--- config.mk ---
export PLATFORM = sky130hd
export DESIGN_NAME = mod_rst_seq
export DESIGN_NICKNAME = d
export VERILOG_FILES = /design/src/rtl/mod_rst_seq.sv
export SDC_FILE = /design/constraint.sdc
export NUM_CORES = 1
export LEC_CHECK = 0
export CAP_MARGIN = 25
export CORE_MARGIN = 5
export CORE_UTILIZATION = 50
export DETAILED_ROUTE_END_ITERATION = 6
export PLACE_DENSITY = 0.73
export SYNTH_ARGS = -nofsm -noshare
export SYNTH_HDL_FRONTEND = slang
export SYNTH_SLANG_ARGS = --single-unit
--- constraint.sdc ---
create_clock -name i_clk -period 4 [get_ports i_clk]
set_input_delay 0.8 -clock i_clk [delete_from_list [all_inputs] [get_ports i_clk]]
set_output_delay 0.8 -clock i_clk [all_outputs]
set_load 0.01 [all_outputs]
--- src/rtl/mod_rst_seq.sv ---
// rtl/mod_rst_seq.sv - PLL lock qualifier and fabric reset sequencer
//
// Purpose:
//   Sits directly downstream of the PLL wrapper and runs on the PLL output clock.
//   It synchronises the PLL lock flag and requires lock to stay high for LOCK_CYCLES.
//   Reset is then held for HOLD_CYCLES more, and after that a synchronously deasserted
//   active-low reset is released to the fabric.
//   Any loss of lock re-asserts reset and restarts qualification from scratch.
//   Losses seen while running are counted for debug.
//
// Optional feature:
//   RST_SEQ_LOSS_CNT_EN - when defined, o_loss_cnt is a saturating count of RUN->WAIT
//   lock-loss events. When undefined, the counter is absent and o_loss_cnt reads zero.
//
// Ports:
//   i_clk       in   1      PLL output clock
//   i_rst_n     in   1      asynchronous active-low reset for every flop
//   i_locked    in   1      PLL lock flag, asynchronous to i_clk
//   o_rst_n     out  1      fabric reset, active-low; async assert, sync deassert
//   o_state     out  2      FSM state (WAIT=0, QUAL=1, HOLD=2, RUN=3)
//   o_loss_cnt  out  CNT_W  saturating RUN->WAIT lock-loss count

module mod_rst_seq #(
  parameter int SYNC_STAGES = 2,
  parameter int LOCK_CYCLES = 1024,
  parameter int HOLD_CYCLES = 16,
  parameter int CNT_W       = 8
) (
  input  logic             i_clk,
  input  logic             i_rst_n,
  input  logic             i_locked,
  output logic             o_rst_n,
  output logic [1:0]       o_state,
  output logic [CNT_W-1:0] o_loss_cnt
);

  localparam logic [1:0] ST_WAIT = 2'd0;
  localparam logic [1:0] ST_QUAL = 2'd1;
  localparam logic [1:0] ST_HOLD = 2'd2;
  localparam logic [1:0] ST_RUN  = 2'd3;

  // The phase counter is sized for the longer of the two windows. It is cleared on
  // every transition, so it never needs to wrap.
  localparam int MAX_CYC = (LOCK_CYCLES > HOLD_CYCLES) ? LOCK_CYCLES : HOLD_CYCLES;
  localparam int PH_W    = $clog2(MAX_CYC) + 1;

  localparam logic [PH_W-1:0] LOCK_LAST = PH_W'(LOCK_CYCLES - 1);
  localparam logic [PH_W-1:0] HOLD_LAST = PH_W'(HOLD_CYCLES - 1);

  logic [SYNC_STAGES-1:0] sync_q;
  logic                   lock_s;
  logic [1:0]             state_q, state_d;
  logic [PH_W-1:0]        cnt_q, cnt_d;
  logic                   rst_n_q;

  // Lock synchroniser. Only the last stage is ever looked at.
  always_ff @(posedge i_clk or negedge i_rst_n) begin
    if (!i_rst_n) begin
      sync_q <= '0;
    end else begin
      sync_q <= {sync_q[SYNC_STAGES-2:0], i_locked};
    end
  end

  assign lock_s = sync_q[SYNC_STAGES-1];

  // Any drop of lock_s sends the FSM straight back to WAIT with the counter cleared.
  // No partial qualification credit survives a glitch.
  always_comb begin
    state_d = state_q;
    cnt_d   = cnt_q;
    case (state_q)
      ST_WAIT: begin
        cnt_d = '0;
        if (lock_s) state_d = ST_QUAL;
      end
      ST_QUAL: begin
        if (!lock_s) begin
          state_d = ST_WAIT;
          cnt_d   = '0;
        end else if (cnt_q == LOCK_LAST) begin
          state_d = ST_HOLD;
          cnt_d   = '0;
        end else begin
          cnt_d = cnt_q + PH_W'(1);
        end
      end
      ST_HOLD: begin
        if (!lock_s) begin
          state_d = ST_WAIT;
          cnt_d   = '0;
        end else if (cnt_q == HOLD_LAST) begin
          state_d = ST_RUN;
          cnt_d   = '0;
        end else begin
          cnt_d = cnt_q + PH_W'(1);
        end
      end
      ST_RUN: begin
        cnt_d = '0;
        if (!lock_s) state_d = ST_WAIT;
      end
      default: begin
        state_d = ST_WAIT;
        cnt_d   = '0;
      end
    endcase
  end

  // o_rst_n is registered from the next-state decode. This way it is glitch-free, it
  // rises in the same edge that enters RUN, and it falls in the same edge that leaves RUN.
  always_ff @(posedge i_clk or negedge i_rst_n) begin
    if (!i_rst_n) begin
      state_q <= ST_WAIT;
      cnt_q   <= '0;
      rst_n_q <= 1'b0;
    end else begin
      state_q <= state_d;
      cnt_q   <= cnt_d;
      rst_n_q <= (state_d == ST_RUN);
    end
  end

  assign o_rst_n = rst_n_q;
  assign o_state = state_q;

`ifdef RST_SEQ_LOSS_CNT_EN
  logic [CNT_W-1:0] loss_q;
  logic             loss_evt;

  // Only a loss that happens while running counts. Drops during qualification are
  // expected PLL behaviour and are not counted.
  assign loss_evt = (state_q == ST_RUN) && (state_d == ST_WAIT);

  always_ff @(posedge i_clk or negedge i_rst_n) begin
    if (!i_rst_n) begin
      loss_q <= '0;
    end else if (loss_evt && (loss_q != {CNT_W{1'b1}})) begin
      loss_q <= loss_q + CNT_W'(1);
    end
  end

  assign o_loss_cnt = loss_q;
`else
  assign o_loss_cnt = '0;
`endif

endmodule

==> flow_summary.json <==
{
  "status": "completed",
  "slew_viol_final": 0,
  "max_freq_ghz": 0.4678,
  "maxCapViolations": 0,
  "startpoint_type": "flip-flop",
  "grt_setup_unrepaired": "no",
  "wl_um": 1471,
  "cellLeakagePower_nw": 0.3882,
  "cts_resized": 0,
  "firstDrtPassIters": 4,
  "period_share_pct": 53.44,
  "worst_hold_path_type": "reg -> reg",
  "ys_seq_elements": 16,
  "synth_top_family_by_area": "compound AO/OA/AOI/OAI gates",
  "h-tree-depth": 1,
  "yosys.area_share.xor_xnor_pct": 4.124,
  "grt_max_degree": 17,
  "grt_overflow_total": 0,
  "fin_nets": 90,
  "worst_slew_pin_slew_ps": 680.4,
  "area_growth_pct": 7.953,
  "start_util_pct": 54.49,
  "syn_area_per_cell_sq_um": 10.89,
  "wl_per_cell_um": 14.56,
  "cts_tree": "yes",
  "antenna_left": 0,
  "drive_above_1_share_pct": 8.235,
  "final_common_cell": "dfrtp_1",
  "pre_cts_slack_ps": 2070,
  "place.gp.congestion": 0.7464,
  "synth.area.top_cells": "dfrtp_1 (47%), buf_4 (7.1%), a22oi_1 (5.3%), or3_1 (3.7%), o41ai_4 (3.2%)",
  "yosysWarnings": 0,
  "viasPerCell": 6.119,
  "multi_input_area_sq_um": 399.1,
  "clkSinkCount": 16,
  "fin_skew_ps": 0.9010,
  "cp_max_fo": 9,
  "diodes": 0,
  "setup-violations-final": 0,
  "cts_max_path_buffers": 2,
  "setup_tns_ps": 0,
  "synth_top_area_share_pct": 47.13,
  "cts_root_buf": "clkbuf_4",
  "fp.dieH_um": 51.22,
  "ys_types": 30,
  "cp_cell_sequence": "clkdlybuf4s50_1",
  "finalCriticalPeriod_ps": 2138,
  "path_delay_family": "buffers and inverters",
  "worstSkewPairLatency_ps": 280,
  "regArea_sq_um": 400.4,
  "dpl.hpwl_um": 1110,
  "antenna_found_initial": 0,
  "portBuffers": 5,
  "core_area_sq_mm": 0.001559,
  "drt-initial-drc-count": 25,
  "hold_viol": 0,
  "worst_ep_required_time_ps": 3200,
  "synth_area_sq_um": 849.6,
  "cts_setup_buffers": 0,
  "core.rowCount": 14,
  "relSlewSlack_pct": 54.50,
  "n_fill_cell": 123,
  "synthSimpleGateAreaFrac_pct": 16.94,
  "dieArea_sq_mm": 0.002623,
  "power_density_mw_per_mm2": 309.4,
  "seq_area_frac_synth_pct": 47.13,
  "synth_compound_area_share_pct": 20.91,
  "muxShareOfSynthArea_pct": 0,
  "grt_pass1_vias": 600,
  "endpoint_kind": "primary output",
  "fin_ws_ps": 1862,
  "cts_buffers": 3,
  "drc": 0,
  "clk_pin_slew_ps": 80,
  "final_cell_mix": "dfrtp_1 (16), conb_1 (8), a22oi_1 (6)",
  "yosys.area.top_type": "dfrtp_1",
  "die_w_um": 51.22,
  "synth_fa_ha_area_share_pct": 1.473,
  "crit_type": "reg -> out",
  "grt_pass1_wl_um": 2649,
  "grtUsageTotal_pct": 13.48,
  "worst_path_max_delay_cell": "clkdlybuf4s50_1",
  "ir_worst_vdd_mv": 0.2440,
  "syn-instance-count": 78,
  "critPathBufInv": 1,
  "hold_buffers": 0,
  "via_count": 618,
  "max_stage_delay_ps": 590,
  "pin_count": 14,
  "cp.arrival_ps": 1340
}
==> report_power, final <==
part,switching [mW],internal [mW]
clock,0.0465,0.0554
sequential,0.00260,0.164
combinational,0.0101,0.00519
==> final timing paths <==
| path | startpoint | cells after the start | to | slack (ps) |
|---|---|---|---|---|
| min reg2reg | sync_q[0]$_DFF_PN0_ | 0 | sync_q[1]$_DFF_PN0_ | 360 |
| min | sync_q[0]$_DFF_PN0_ | 0 | sync_q[1]$_DFF_PN0_ | 360 |
| max reg2reg | cnt_q[0]$_DFF_PN0_ | 4 | cnt_q[10]$_DFF_PN0_ | 2050 |
| max | o_state[1]$_DFF_PN0_ | 1 | o_state[1] | 1860 |
| min in group asynchronous | i_rst_n | 1 | o_rst_n$_DFF_PN0_ | 930 |
| max in group asynchronous | i_rst_n | 1 | sync_q[1]$_DFF_PN0_ | 2640 |
==> routing by layer <==
layer | GRT usage, % | part of all wire (%) | wire length, um | vias to the layer above
met5 | 0 | 0 | 0 | -
li1 | - | - | - | 297
met4 | 3.930 | 0.82 | 12 | 0
met2 | 22.10 | 49 | 716 | 18
met3 | 5.523 | 6.1 | 89 | 2
met1 | 16.33 | 44 | 652 | 301
==> final cells by class <==
cell class	count	area share [%]
clock buffer	4	3.956
inverter	3	1.228
multi-input combinational	57	43.52
sequential	16	43.66
tap	16	2.183
timing repair buffer	5	5.457
==> cell families after synthesis <==
group | Yosys count
other | 1
adders and majority gates | 1
and+or+nand+nor | 22
AOI/OAI and AO/OA | 22
buffers and inverters | 12
DFF | 16
xor gates and xnor gates | 4
==> state kept, by name, indices dropped and copies added, names as in the netlist <==
name     cells
cnt_q       11
o_state      2
sync_q       2
o_rst_n      1
==> cell usage after synthesis <==
library cell  count
conb_1            1
buf_2             1
a22oi_1           6
nand4_1           2
o31ai_2           1
nand3_1           3
xnor2_1           1
nor2b_1           1
nand3b_1          1
o21a_1            1
o21ai_0           4
o41ai_1           2
o31ai_1           2
or3_1             5
and3b_1           2
nand4b_1          1
and3_1            2
a21boi_1          1
inv_1             3
dfrtp_1          16
nand2_1           2
o311a_1           1
a21oi_1           3
o41ai_4           1
or4_4             1
ha_1              1
nor4_1            1
xor2_1            3
buf_4             8
or4_1             1
==> through the flow <==
| step | instance area, sq um | total power [mW] | cells | hold WS (ps) | util (%) |
|---|---|---|---|---|---|
| 4_1_cts | 917.1 | 0.2891 | 101 | 359.1 | 58.83 |
| 3_5_place_dp | 880.8 | 0.1855 | 97 | 337.9 | 56.50 |
| 5_1_grt | 917.1 | 0.2976 | 101 | 388.6 | 58.83 |
| 6_report | 917.1 | 0.2838 | 101 | 355.9 | 58.83 |
| 2_1_floorplan | 875.8 | 0.1833 | 85 | 331.2 | - |
| 3_3_place_gp | 880.8 | 0.1851 | 97 | 336.5 | 56.50 |
Power figures use the tool's default switching activity.
